==> config.mk <==
export PLATFORM = sky130hd
export DESIGN_NAME = player_flash_fx_flat
export DESIGN_NICKNAME = d
export VERILOG_FILES = /design/src/rtl/player_flash_fx_if.sv /design/src/rtl/player_flash_fx.sv /design/src/flat_wrapper.sv
export SDC_FILE = /design/constraint.sdc
export NUM_CORES = 1
export LEC_CHECK = 0
export CAP_MARGIN = 25
export CORE_ASPECT_RATIO = 0.6
export CORE_MARGIN = 1
export CORE_UTILIZATION = 50
export CTS_BUF_LIST = sky130_fd_sc_hd__clkbuf_8
export DETAILED_ROUTE_END_ITERATION = 6
export PLACE_DENSITY = 0.75
export SYNTH_ARGS = -nofsm -noshare
export SYNTH_HDL_FRONTEND = slang
export SYNTH_SLANG_ARGS = --single-unit
==> constraint.sdc <==
create_clock -name clk -period 2.2 [get_ports clk]
set_input_delay 0.44 -clock clk [delete_from_list [all_inputs] [get_ports clk]]
set_output_delay 0.44 -clock clk [all_outputs]
set_load 0.02 [all_outputs]
==> src/rtl/player_flash_fx_if.sv <==
// Pixel-path and effect-control bundle for the player flash effect stage.
// The master drives the pixel and control inputs. The slave is the effect stage.
interface player_flash_fx_if;
    logic       startOfFrame;
    logic [7:0] RGBin;
    logic       drawingRequestIn;
    logic       trigger;
    logic [1:0] mode;
    logic       hold_invert;
    logic [7:0] RGBout;
    logic       drawingRequestOut;
    logic       effect_active;

    modport master (
        output startOfFrame, RGBin, drawingRequestIn, trigger, mode, hold_invert,
        input  RGBout, drawingRequestOut, effect_active
    );

    modport slave (
        input  startOfFrame, RGBin, drawingRequestIn, trigger, mode, hold_invert,
        output RGBout, drawingRequestOut, effect_active
    );
endinterface

==> src/rtl/player_flash_fx.sv <==
// One-cycle player-sprite colour effect stage: a timed, optionally blinking effect
// started by a trigger, plus a level-held steady invert.
//
//   state  | meaning
//   IDLE   | no timed effect; only hold_invert can alter pixels
//   ACTIVE | timed effect running; frames_left counts remaining frames
module player_flash_fx #(
    parameter logic [7:0] TRANSPARENT_ENCODING = 8'h00,
    parameter logic [7:0] FLASH_COLOR          = 8'hFF,
    parameter logic [7:0] TINT_MASK            = 8'hE0,
    parameter int         DURATION_FRAMES      = 60,
    parameter int         BLINK_FRAMES         = 4
) (
    input  logic             clk,
    input  logic             reset,
    player_flash_fx_if.slave px
);
    typedef enum logic {IDLE = 1'b0, ACTIVE = 1'b1} state_t;

    localparam logic [7:0] DURATION_LOAD = 8'(DURATION_FRAMES);
    localparam logic [7:0] BLINK_LAST    = 8'(BLINK_FRAMES - 1);
    localparam bit         BLINK_EN      = (BLINK_FRAMES != 0);

    state_t     state_q, state_d;
    logic [1:0] mode_q, mode_d;
    logic [7:0] frames_left_q, frames_left_d;
    logic [7:0] phase_cnt_q, phase_cnt_d;
    logic       blink_on_q, blink_on_d;
    logic [7:0] rgb_out_q, rgb_out_d;
    logic       req_out_q, req_out_d;
    logic [7:0] frames_dec;
    logic       effect_en;

    always_ff @(posedge clk) begin
        if (reset) begin
            state_q       <= IDLE;
            mode_q        <= 2'd0;
            frames_left_q <= 8'd0;
            phase_cnt_q   <= 8'd0;
            blink_on_q    <= 1'b0;
            rgb_out_q     <= 8'd0;
            req_out_q     <= 1'b0;
        end else begin
            state_q       <= state_d;
            mode_q        <= mode_d;
            frames_left_q <= frames_left_d;
            phase_cnt_q   <= phase_cnt_d;
            blink_on_q    <= blink_on_d;
            rgb_out_q     <= rgb_out_d;
            req_out_q     <= req_out_d;
        end
    end

    // Trigger takes priority over a coincident startOfFrame, so that frame is not counted.
    always_comb begin
        state_d       = state_q;
        mode_d        = mode_q;
        frames_left_d = frames_left_q;
        phase_cnt_d   = phase_cnt_q;
        blink_on_d    = blink_on_q;
        frames_dec    = frames_left_q - 8'd1;
        if (px.trigger) begin
            state_d       = ACTIVE;
            mode_d        = px.mode;
            frames_left_d = DURATION_LOAD;
            phase_cnt_d   = 8'd0;
            blink_on_d    = 1'b1;
        end else if (state_q == ACTIVE && px.startOfFrame) begin
            frames_left_d = frames_dec;
            if (frames_dec == 8'd0) begin
                state_d    = IDLE;
                blink_on_d = 1'b0;
            end else if (BLINK_EN) begin
                if (phase_cnt_q == BLINK_LAST) begin
                    phase_cnt_d = 8'd0;
                    blink_on_d  = ~blink_on_q;
                end else begin
                    phase_cnt_d = phase_cnt_q + 8'd1;
                end
            end
        end
    end

    // Transparency is judged on the incoming pixel, so an inverted 8'hFF still goes out.
    always_comb begin
        effect_en = px.drawingRequestIn && (px.RGBin != TRANSPARENT_ENCODING) &&
                    (px.hold_invert || (state_q == ACTIVE && blink_on_q));
        rgb_out_d = px.RGBin;
        req_out_d = px.drawingRequestIn;
        if (effect_en) begin
            if (px.hold_invert) begin
                rgb_out_d = ~px.RGBin;
            end else begin
                case (mode_q)
                    2'd1:    rgb_out_d = ~px.RGBin;
                    2'd2:    rgb_out_d = px.RGBin | TINT_MASK;
                    default: rgb_out_d = FLASH_COLOR;
                endcase
            end
        end
    end

    assign px.RGBout            = rgb_out_q;
    assign px.drawingRequestOut = req_out_q;
    assign px.effect_active     = (state_q == ACTIVE);
endmodule
==> src/flat_wrapper.sv <==
// flat-port wrapper written by rule: the top's interface ports become plain ports
module player_flash_fx_flat 
#(
    parameter logic [7:0] TRANSPARENT_ENCODING = 8'h00,
    parameter logic [7:0] FLASH_COLOR          = 8'hFF,
    parameter logic [7:0] TINT_MASK            = 8'hE0,
    parameter int         DURATION_FRAMES      = 60,
    parameter int         BLINK_FRAMES         = 4
)
  (clk, reset, px_startOfFrame, px_RGBin, px_drawingRequestIn, px_trigger, px_mode, px_hold_invert, px_RGBout, px_drawingRequestOut, px_effect_active);
  player_flash_fx_if px_i ();
  input  logic clk;
  input  logic reset;
  input wire logic [$bits(px_i.startOfFrame)-1:0] px_startOfFrame;
  input wire logic [$bits(px_i.RGBin)-1:0] px_RGBin;
  input wire logic [$bits(px_i.drawingRequestIn)-1:0] px_drawingRequestIn;
  input wire logic [$bits(px_i.trigger)-1:0] px_trigger;
  input wire logic [$bits(px_i.mode)-1:0] px_mode;
  input wire logic [$bits(px_i.hold_invert)-1:0] px_hold_invert;
  output wire logic [$bits(px_i.RGBout)-1:0] px_RGBout;
  output wire logic [$bits(px_i.drawingRequestOut)-1:0] px_drawingRequestOut;
  output wire logic [$bits(px_i.effect_active)-1:0] px_effect_active;
  assign px_i.startOfFrame = px_startOfFrame;
  assign px_i.RGBin = px_RGBin;
  assign px_i.drawingRequestIn = px_drawingRequestIn;
  assign px_i.trigger = px_trigger;
  assign px_i.mode = px_mode;
  assign px_i.hold_invert = px_hold_invert;
  assign px_RGBout = px_i.RGBout;
  assign px_drawingRequestOut = px_i.drawingRequestOut;
  assign px_effect_active = px_i.effect_active;
  player_flash_fx #(.TRANSPARENT_ENCODING(TRANSPARENT_ENCODING), .FLASH_COLOR(FLASH_COLOR), .TINT_MASK(TINT_MASK), .DURATION_FRAMES(DURATION_FRAMES), .BLINK_FRAMES(BLINK_FRAMES)) u_core (.clk(clk), .reset(reset), .px(px_i));
endmodule
; After elaboration in Yosys (flattened, before gate mapping)
; Cells that the tools add are included.
; W data, S select, Z words.
[word_totals]
reg_bits = 29
inputBits = 16
out_inout_bits = 10
word_cells = 43
[classes]
add_sub_neg = 2
n_eq_ne = 3
mux = 13
bitwise = 3
reduce_logical = 14
[op_table]
columns = cell, n
row1 = $mux W8, 3
row2 = $pmux W8 S2, 1
row3 = $mux W6, 2
row4 = $add A8 B1 Y8 const B, 1
row5 = $eq A8 B2 Y1 const B, 1
row6 = $logic_not A8 Y1, 1
row7 = $not A8 Y8, 1
row8 = $reduce_bool A8 Y1, 1
row9 = $sub A8 B1 Y8 const B, 1
row10 = $mux W1, 7
row11 = $reduce_and A2 Y1, 3
row12 = $logic_and A1 B1 Y1, 4
row13 = $reduce_bool A2 Y1, 2
row14 = $reduce_bool A3 Y1, 1
row15 = $eq A2 B1 Y1 const B, 1
row16 = $eq A2 B2 Y1 const B, 1
row17 = $not A1 Y1, 2
row18 = $reduce_or A2 Y1, 1
row19 = $logic_or A1 B1 Y1, 1

; Depth between registers and ports, before layout
; Gate-level depths: netlist of run 1.
[logic_depth]
word_depth = 5
mapped_depth = 9
ltp_nobuf = 8

; Worst setup path before layout of run 1
; OpenSTA, ideal clock, no wires.
[synth_path]
kind = reg2reg
from = reg u_core.frames_left_q[0]
to = reg u_core.phase_cnt_q[6]
setup_time_ns = 0.071
t_arrival_ns = 1.845
required_ns = 2.129
slack_ns = 0.285
stages_incl_launch_ff = 10
path_buffers = 1
period_less_slack_ns = 1.915
cell_sequence = dfxtp_1 -> inv_1 -> ha_1 -> nand2_1 -> nor4b_1 -> a211oi_2 -> o21ai_2 -> buf_6 -> or3_1 -> a21oi_1
[synth_between]
elab_chain_len = 4
[synth_lines]
columns = element, line
row1 = "start, declared", player_flash_fx.sv:26  ; logic [7:0] frames_left_q, frames_left_d;
row2 = "start signal, assigned", player_flash_fx.sv:46  ; frames_left_q <= frames_left_d;
row3 = $sub A8 B1 Y8, player_flash_fx.sv:61  ; frames_dec = frames_left_q - 8'd1;
row4 = via u_core.frames_dec[0], player_flash_fx.sv:31  ; logic [7:0] frames_dec;
row5 = $logic_not A8 Y1, player_flash_fx.sv:70  ; if (frames_dec == 8'd0) begin
row6 = $not A1 Y1 (no source line), -
row7 = $reduce_and A2 Y1 (no source line), -
row8 = "end signal, assigned", player_flash_fx.sv:47  ; phase_cnt_q <= phase_cnt_d;
row9 = "end, declared", player_flash_fx.sv:27  ; logic [7:0] phase_cnt_q, phase_cnt_d;
; The timed path passes the listed nets, and every way through them passes these cells.
; A chain may end at the register's enable or synchronous reset.

; Worst setup path after layout of run 1
[layout_path]
from = reg u_core.frames_left_q[3]
to = reg u_core.phase_cnt_q[2]
[layout_between]
elab_chain_len = 4
[layout_lines]
columns = element, line
row1 = $sub A8 B1 Y8, player_flash_fx.sv:61
row2 = $logic_not A8 Y1, player_flash_fx.sv:70
row3 = $not A1 Y1 (no source line), -
row4 = $reduce_and A2 Y1 (no source line), -
; No other way between the ends.

==> results of run 1 <==
## final cells by class
class | instances | area [µm²] | area share
Sequential cell | 29 | 582 | 0.316
Timing Repair Buffer | 31 | 295 | 0.160
Clock inverter | 1 | 5.00 | 0.00272
Clock buffer | 7 | 96.3 | 0.0523
Inverter | 8 | 30.0 | 0.0163
Tap cell | 32 | 40.0 | 0.0217
Multi-Input combinational cell | 122 | 795 | 0.431
## flip-flops by register name (all words and copies together), names as in the netlist
signal                       cells
u_core.px.effect_active          1
u_core.mode_q                    2
u_core.phase_cnt_q               8
u_core.px.RGBout                 8
u_core.blink_on_q                1
u_core.px.drawingRequestOut      1
u_core.frames_left_q             8
## final timing paths
check	slack [ns]	end	from
worst max-delay path	0.20	u_core.phase_cnt_q[2]$_SDFFE_PP0P_	u_core.frames_left_q[3]$_SDFFE_PP0P_
worst min-delay path	0.49	u_core.phase_cnt_q[1]$_SDFFE_PP0P_	u_core.phase_cnt_q[1]$_SDFFE_PP0P_
worst max register to register	0.20	u_core.phase_cnt_q[2]$_SDFFE_PP0P_	u_core.frames_left_q[3]$_SDFFE_PP0P_
worst min register to register	0.49	u_core.phase_cnt_q[1]$_SDFFE_PP0P_	u_core.phase_cnt_q[1]$_SDFFE_PP0P_
## metal layers
layer  vias up  GRT usage
met3         7     0.0767
met2        37      0.383
met1       603      0.298
met5         -          0
li1        655          -
met4         0      0.112
## worst max-delay path: cells and delay by family, from the launching register on
| kind | cells | cell delay [ns] |
|---|---|---|
| DFF | 1 | 0.48 |
| and+or+nand+nor | 3 | 0.62 |
| AOI/OAI and AO/OA | 3 | 0.80 |
## where the power goes
part / internal [mW] / leakage [nW] / total, mW / switching (mW)
sequential: 0.552 / 0.239 / 0.576 / 0.0237
combinational: 0.0993 / 0.392 / 0.203 / 0.104
clock: 0.282 / 0.0542 / 0.486 / 0.204
## synth_stat cells (all sizes together)
cell / number
a211oi: 3
a21oi: 12
a31oi: 1
and2: 1
and3: 1
and4: 1
and4b: 1
buf: 3
clkbuf: 3
dfxtp: 29
ha: 5
inv: 8
mux2: 1
mux2i: 7
nand2: 8
nand3: 6
nor2: 22
nor2b: 2
nor3: 5
nor4: 5
nor4b: 1
o211ai: 4
o21a: 1
o21ai: 12
o21bai: 1
o221ai: 1
o31a: 1
o31ai: 2
o41ai: 1
or2: 2
or3: 6
or4: 1
xnor2: 4
xor2: 4
## cells by family (layout without fill, tap and decap cells)
family	Yosys count	after routing	share of synthesized area
XOR/XNOR	8	8	0.0491
adder cells (fa/ha/maj)	5	5	0.0439
AO/OA/AOI/OAI	39	39	0.175
flip-flops	29	29	0.407
AND/OR/NAND/NOR	62	62	0.225
buffers and inverters	14	47	0.0430
multiplexers	8	8	0.0570
## layout by cell type (no fill, tap or decap), types with 2 or more instances in the layout
cell,count
nor3_1,4
clkdlybuf4s50_1,25
a211oi_1,2
nor2b_1,2
mux2i_1,7
o31ai_1,2
buf_4,6
inv_1,7
nor4_1,5
xor2_1,4
clkbuf_8,7
o21ai_0,3
nand3_1,6
o211ai_1,4
dfxtp_1,28
ha_1,5
or3_1,6
nand2_1,8
nor2_1,21
a21oi_1,12
o21ai_1,8
xnor2_1,4
## stage by stage
stage / setup WS [ns] / util / power [mW]
5_1_grt: 0.0672 / 0.706 / 1.32
3_5_place_dp: 0.0750 / 0.660 / 0.782
4_1_cts: 0.0735 / 0.699 / 1.27
2_1_floorplan: 0.285 / - / 0.697
6_report: 0.195 / 0.706 / 1.26
3_3_place_gp: 0.173 / 0.660 / 0.774
## what timing repair did
action / in CTS / in global routing
resized for setup: 0 / 3
setup buffers: 0 / 1
hold buffers: 0 / 0
setup endpoints to repair: 0 / 6
==> results.md, run 1 <==
- Outcome: completed
- Core Area: 2610 µm²
- Fill cell count: 199
- Worst-path cell chain: nor3_4 > and4b_1 > a211oi_2 > o21ai_4 > or2_1 > o41ai_1
- Final Skew: 0.00631 ns
- Cell variety after synth: 42
- Worst hold path type: reg2reg
- Design Area, Final: 1840 µm²
- Hold path depth: 2
- CTS tree: done
- Starting Density: 0.547
- GRT overflow: 0
- RSZ-0062 raised after global routing: no
- Highest routed layer: met4
- Global-route usage over all layers: 0.238
- Setup TNS: 0 ns
- Avg Synthesized Cell Area: 8.64 µm²
- Max frequency: 499 MHz
- Pleak: 0.686 nW
- Width of the die: 71.0 µm
- First-pass GRT wire length: 5420 µm
- Crit path largest cell delay: 0.48 ns
- Crit Path Class: reg2reg
- WP data required: between 2 and 2.5 ns
- Drc violations: 0
- Slew @ Worst Pin: roughly 0.4 ns
- Area leader, netlist: dfxtp_1
- Placed Instance Area: between 1500 and 2000 µm²
- Syn Std Cell Area: ~1400 µm²
- Hold slack: 0.487 ns
- Tcrit/Tclk final: 0.911
- Yosys warns: 0
- Critical Path Slowest Stage Cell: dfxtp_1
- Endpoints failing setup: 0
- Synth top area share: 0.407
- Top cells by area, synth: dfxtp_1, nor2_1, mux2i_1
- Max-slew headroom: 0.728
- Total die area: 3080 µm²
- H-tree depth: 2
- Fin. Hold Viols: 0
- Max-slew violations: 0
- Rows: 14
- Drt pass-1 iters: 4
- R2R depth: 6
- Finished Layout Cells: between 200 and 250
- DR vias: 1302
- FF+latch count, synth: 29
- Chip height: 43.4 µm
- Largest net degree at the start of global routing: 19
- Synth-to-Final Area Change: 29.2%
- DR WL/cell: 14.3 µm
- Placed Instances: about 220
- Startpoint Class: register
- Post-DP HPWL: 2460 µm
- Clock sinks: 29
- Vias in the first global route: about 1200
- CP Capture Type: register
- Routed Antenna Nets: 0
- Nets: 218
- Minimum clock period: 2.00 ns
- Root buf cell: clkbuf_8
- Clock latency on the worst-skew pair: 0.28 ns
- Cells after Synth: 165
- IO Count: 26
- WL final: 3280 µm
- DR vias/cell: 5.66
- Net Count, Synth: about 190
- Wire length on met3: 169 µm
- GP Congestion: 0.826
- Share of layout cells above drive strength 1: 0.111
- CTS Buf Count: 5
- Port bufs: 25
- CP Data Arrival Time: around 2.2 ns
- Max-Cap Viols: 0
- Peak VDD IR: 440 µV
- Ant diodes: 0
- Clock-pin slew on the worst setup and hold paths: 0.07 ns
- Drt initial violations: 85
- Seq/Total Area, Yosys: 0.407
- PwrDens: 686 nW/µm²
- Initial antenna violation count: 0
- Crit-path max FO: 13
- Met2 WL: between 1000 and 1500 µm
- WL met1: 1570 µm
- Clock buffer depth: 2
No activity file was read; power rests on OpenSTA's default activity.
==> run 2, diff against run 1 <==
--- a/config.mk
+++ b/config.mk
@@ -6,7 +6,7 @@
 export NUM_CORES = 1
 export LEC_CHECK = 0
 export CAP_MARGIN = 25
-export CORE_ASPECT_RATIO = 0.6
+export CORE_ASPECT_RATIO = 0.8
 export CORE_MARGIN = 1
 export CORE_UTILIZATION = 50
 export CTS_BUF_LIST = sky130_fd_sc_hd__clkbuf_8
==> run 2 against run 1 <==
Power rose by 0.43%; sequential power barely moved; clock skew rose by 0.0011 ns; flip-flop and latch count did not move; critical path type unchanged; cell count rose by 3.5%; utilization rose by 3.6 points; critical endpoint is now u_core.phase_cnt_q[4]$_SDFFE_PP0P_; largest cell class unchanged.
==> results.md, run 2 (same netlist as run 1, synthesis figures left out) <==
- Outcome: completed
- Root buf cell: clkbuf_8
- Pleak: 0.710 nW (+3.5%)
- Largest net degree at the start of global routing: 19 (unchanged)
- GRT overflow: 0 (unchanged)
- Rows: 16 (+2)
- DP Worst Slack: -0.132 ns (-0.207 ns)
- Global-route usage over all layers: 0.249 (+0.0111)
- Hold wc startpoint: u_core.phase_cnt_q[1]$_SDFFE_PP0P_
- Total die area: 3070 µm² (-0.19%)
- R2R depth: 9 (+3)
- Critical path's top delay family: compound AO/OA/AOI/OAI gates
- Width of the die: 61.7 µm (-13%)
- Initial antenna violation count: 0 (unchanged)
- H-tree depth: 2 (unchanged)
- DR vias: 1303 (+0.077%)
- Drt initial violations: 92 (+8.2%)
- Drc violations: 0 (unchanged)
- Drt pass-1 iters: 4 (unchanged)
- Buffers and inverters on the worst path: 2 (+2)
- Finished Layout Cells: 238 (+3.5%)
- Max-slew headroom: 0.707 (-0.0218)
- Max-slew violations: 0 (unchanged)
- Endpoints failing setup: 0 (unchanged)
- Port bufs: 25 (unchanged)
- Placed Instance Area: 1730 µm² (+0.29%)
- CTS tree: done
- Area of the multi-input gates: 806 µm² (+1.4%)
- IO Count: 26 (unchanged)
- Fill cell count: 210 (+5.5%)
- Fin. Hold Viols: 0 (unchanged)
- Reg2reg setup slack: 0.09 ns (-0.10 ns)
- Placed Instances: 225 (+1.8%)
- Clock sinks: 29 (unchanged)
- Worst hold path type: reg2reg
- Setup TNS: 0 ns (unchanged)
- Peak VDD IR: 510 µV (+16%)
- Final worst slack: 0.0909 ns (-0.104 ns)
- Tcrit/Tclk final: 0.959 (+0.0474)
- DR WL/cell: 13.7 µm (-3.7%)
- Worst-path cell chain: inv_1 > ha_1 > nand2_1 > nor4b_1 > a211oi_2 > o21ai_4 > buf_12 > or3_1 > a21oi_1
- Clock-pin slew on the worst setup and hold paths: 0.06 ns (about the same)
- Most frequent cells in the layout: dfxtp_1, clkdlybuf4s50_1, nor2_1, a21oi_1, buf_4
- CP Capture Type: register
- WP data required: 2.41 ns (+0.04 ns)
- CP startpoint: u_core.frames_left_q[1]$_SDFFE_PP0P_
- Hold endpoint: u_core.phase_cnt_q[1]$_SDFFE_PP0P_
- Slew @ Worst Pin: 0.436 ns (+0.0325 ns)
- Clock buffer depth: 2 (unchanged)
- Post-DP HPWL: 2410 µm (-2.0%)
- Starting Density: 0.557 (+0.0101)
- CP Data Arrival Time: 2.31 ns (+0.13 ns)
- Crit path largest cell delay: 0.44 ns (-0.04 ns)
- Storage element area: 581 µm² (-0.22%)
- Nets: 222 (+1.8%)
- Crit-path max FO: 11 (-2)
- DR vias/cell: 5.47 (-3.3%)
- Share of layout cells above drive strength 1: 0.134 (+0.0226)
- Total power: 1.27 mW (+0.43%)
- Final Skew: 0.00741 ns (+0.00109 ns)
- Max-Cap Viols: 0 (unchanged)
- Vias in the first global route: 1239 (+2.8%)
- Reg2Reg Capture Point: u_core.phase_cnt_q[4]$_SDFFE_PP0P_
- Design Area, Final: 1900 µm² (+3.1%)
- Synth-to-Final Area Change: 33.2%
- PwrDens: 668 nW/µm² (-2.6%)
- Chip height: 49.8 µm (+15%)
- Startpoint Class: register
- WL final: 3270 µm (-0.40%)
- Minimum clock period: 2.11 ns (+0.104 ns)
- Clock latency on the worst-skew pair: 0.28 ns (about the same)
- FF-to-FF Start: u_core.frames_left_q[1]$_SDFFE_PP0P_
- Core Area: 2560 µm² (-1.8%)
- Ant diodes: 0 (unchanged)
- CTS Buf Count: 5 (unchanged)
- GP Congestion: 0.841 (+1.7%)
- Commonest non-fill, non-tap cell in the layout: dfxtp_1
- First-pass GRT wire length: 5500 µm (+1.4%)
- Routed Antenna Nets: 0 (unchanged)
- Critical Path Slowest Stage Cell: dfxtp_1
- Hold path depth: 2 (unchanged)
- Crit Path Class: reg2reg
- Max frequency: 474 MHz (-4.9%)
-- run 2: stage by stage --
step,hold WS [ns],utilization
after CTS,0.500,0.714
after detailed placement,0.491,0.674
after floorplan,0.454,-
after global routing,0.529,0.742
after global placement,0.465,0.674
final,0.493,0.742
-- run 2: worst max path at each step --
| stage | end | slack (ns) | cells past startpoint |
|---|---|---|---|
| after floorplan | u_core.phase_cnt_q[6]$_SDFFE_PP0P_ | 0.28 | 9 |
| after detailed placement | u_core.px.RGBout[1]$_SDFF_PP0_ | -0.13 | 6 |
| final | u_core.phase_cnt_q[4]$_SDFFE_PP0P_ | 0.09 | 9 |
| after global routing | u_core.phase_cnt_q[4]$_SDFFE_PP0P_ | -0.02 | 9 |
| after CTS | u_core.phase_cnt_q[0]$_SDFFE_PP0P_ | 0.05 | 7 |
| after global placement | u_core.px.RGBout[4]$_SDFF_PP0_ | -0.005 | 6 |
-- run 2: cell type report --
type | count | share of cell area
Tap cell | 36 | 0.0237
Sequential cell | 29 | 0.305
Multi-Input combinational cell | 122 | 0.424
Clock inverter | 1 | 0.00263
Timing Repair Buffer | 35 | 0.178
Clock buffer | 7 | 0.0507
Inverter | 8 | 0.0158
-- run 2: repair_timing --
item / in CTS / in global routing
endpoints found under the hold margin: 0 / 0
setup endpoints to repair: 0 / 12
hold buffers: 0 / 0
setup buffers: 0 / 5
gates resized for setup: 0 / 4
-- run 2: routing by layer --
| metal | GRT usage | wire length (µm) | vias up |
|---|---|---|---|
| met2 | 0.380 | 1550 | 31 |
| met4 | 0.0630 | 35 | 0 |
| li1 | - | - | 660 |
| met1 | 0.322 | 1530 | 607 |
| met3 | 0.105 | 148 | 5 |
| met5 | 0 | 0 | - |
-- run 2: power breakdown --
group	total (mW)	switching [mW]	internal [mW]
sequential	0.575	0.0233	0.552
combinational	0.216	0.109	0.107
clock	0.479	0.197	0.282
-- run 2: worst reg2reg max path: stages (launching register included) --
cell      delay [ns]
dfxtp_1         0.44
inv_1           0.10
ha_1            0.26
nand2_1         0.09
nor4b_1         0.05
a211oi_2        0.33
o21ai_4         0.10
buf_12          0.15
or3_1           0.33
a21oi_1         0.16
==> run 3, diff against run 2 <==
--- a/config.mk
+++ b/config.mk
@@ -5,7 +5,6 @@
 export SDC_FILE = /design/constraint.sdc
 export NUM_CORES = 1
 export LEC_CHECK = 0
-export CAP_MARGIN = 25
 export CORE_ASPECT_RATIO = 0.8
 export CORE_MARGIN = 1
 export CORE_UTILIZATION = 50
==> results of run 3 <==
Same layout as run 2: the final DEF is identical, and so are final timing and power.
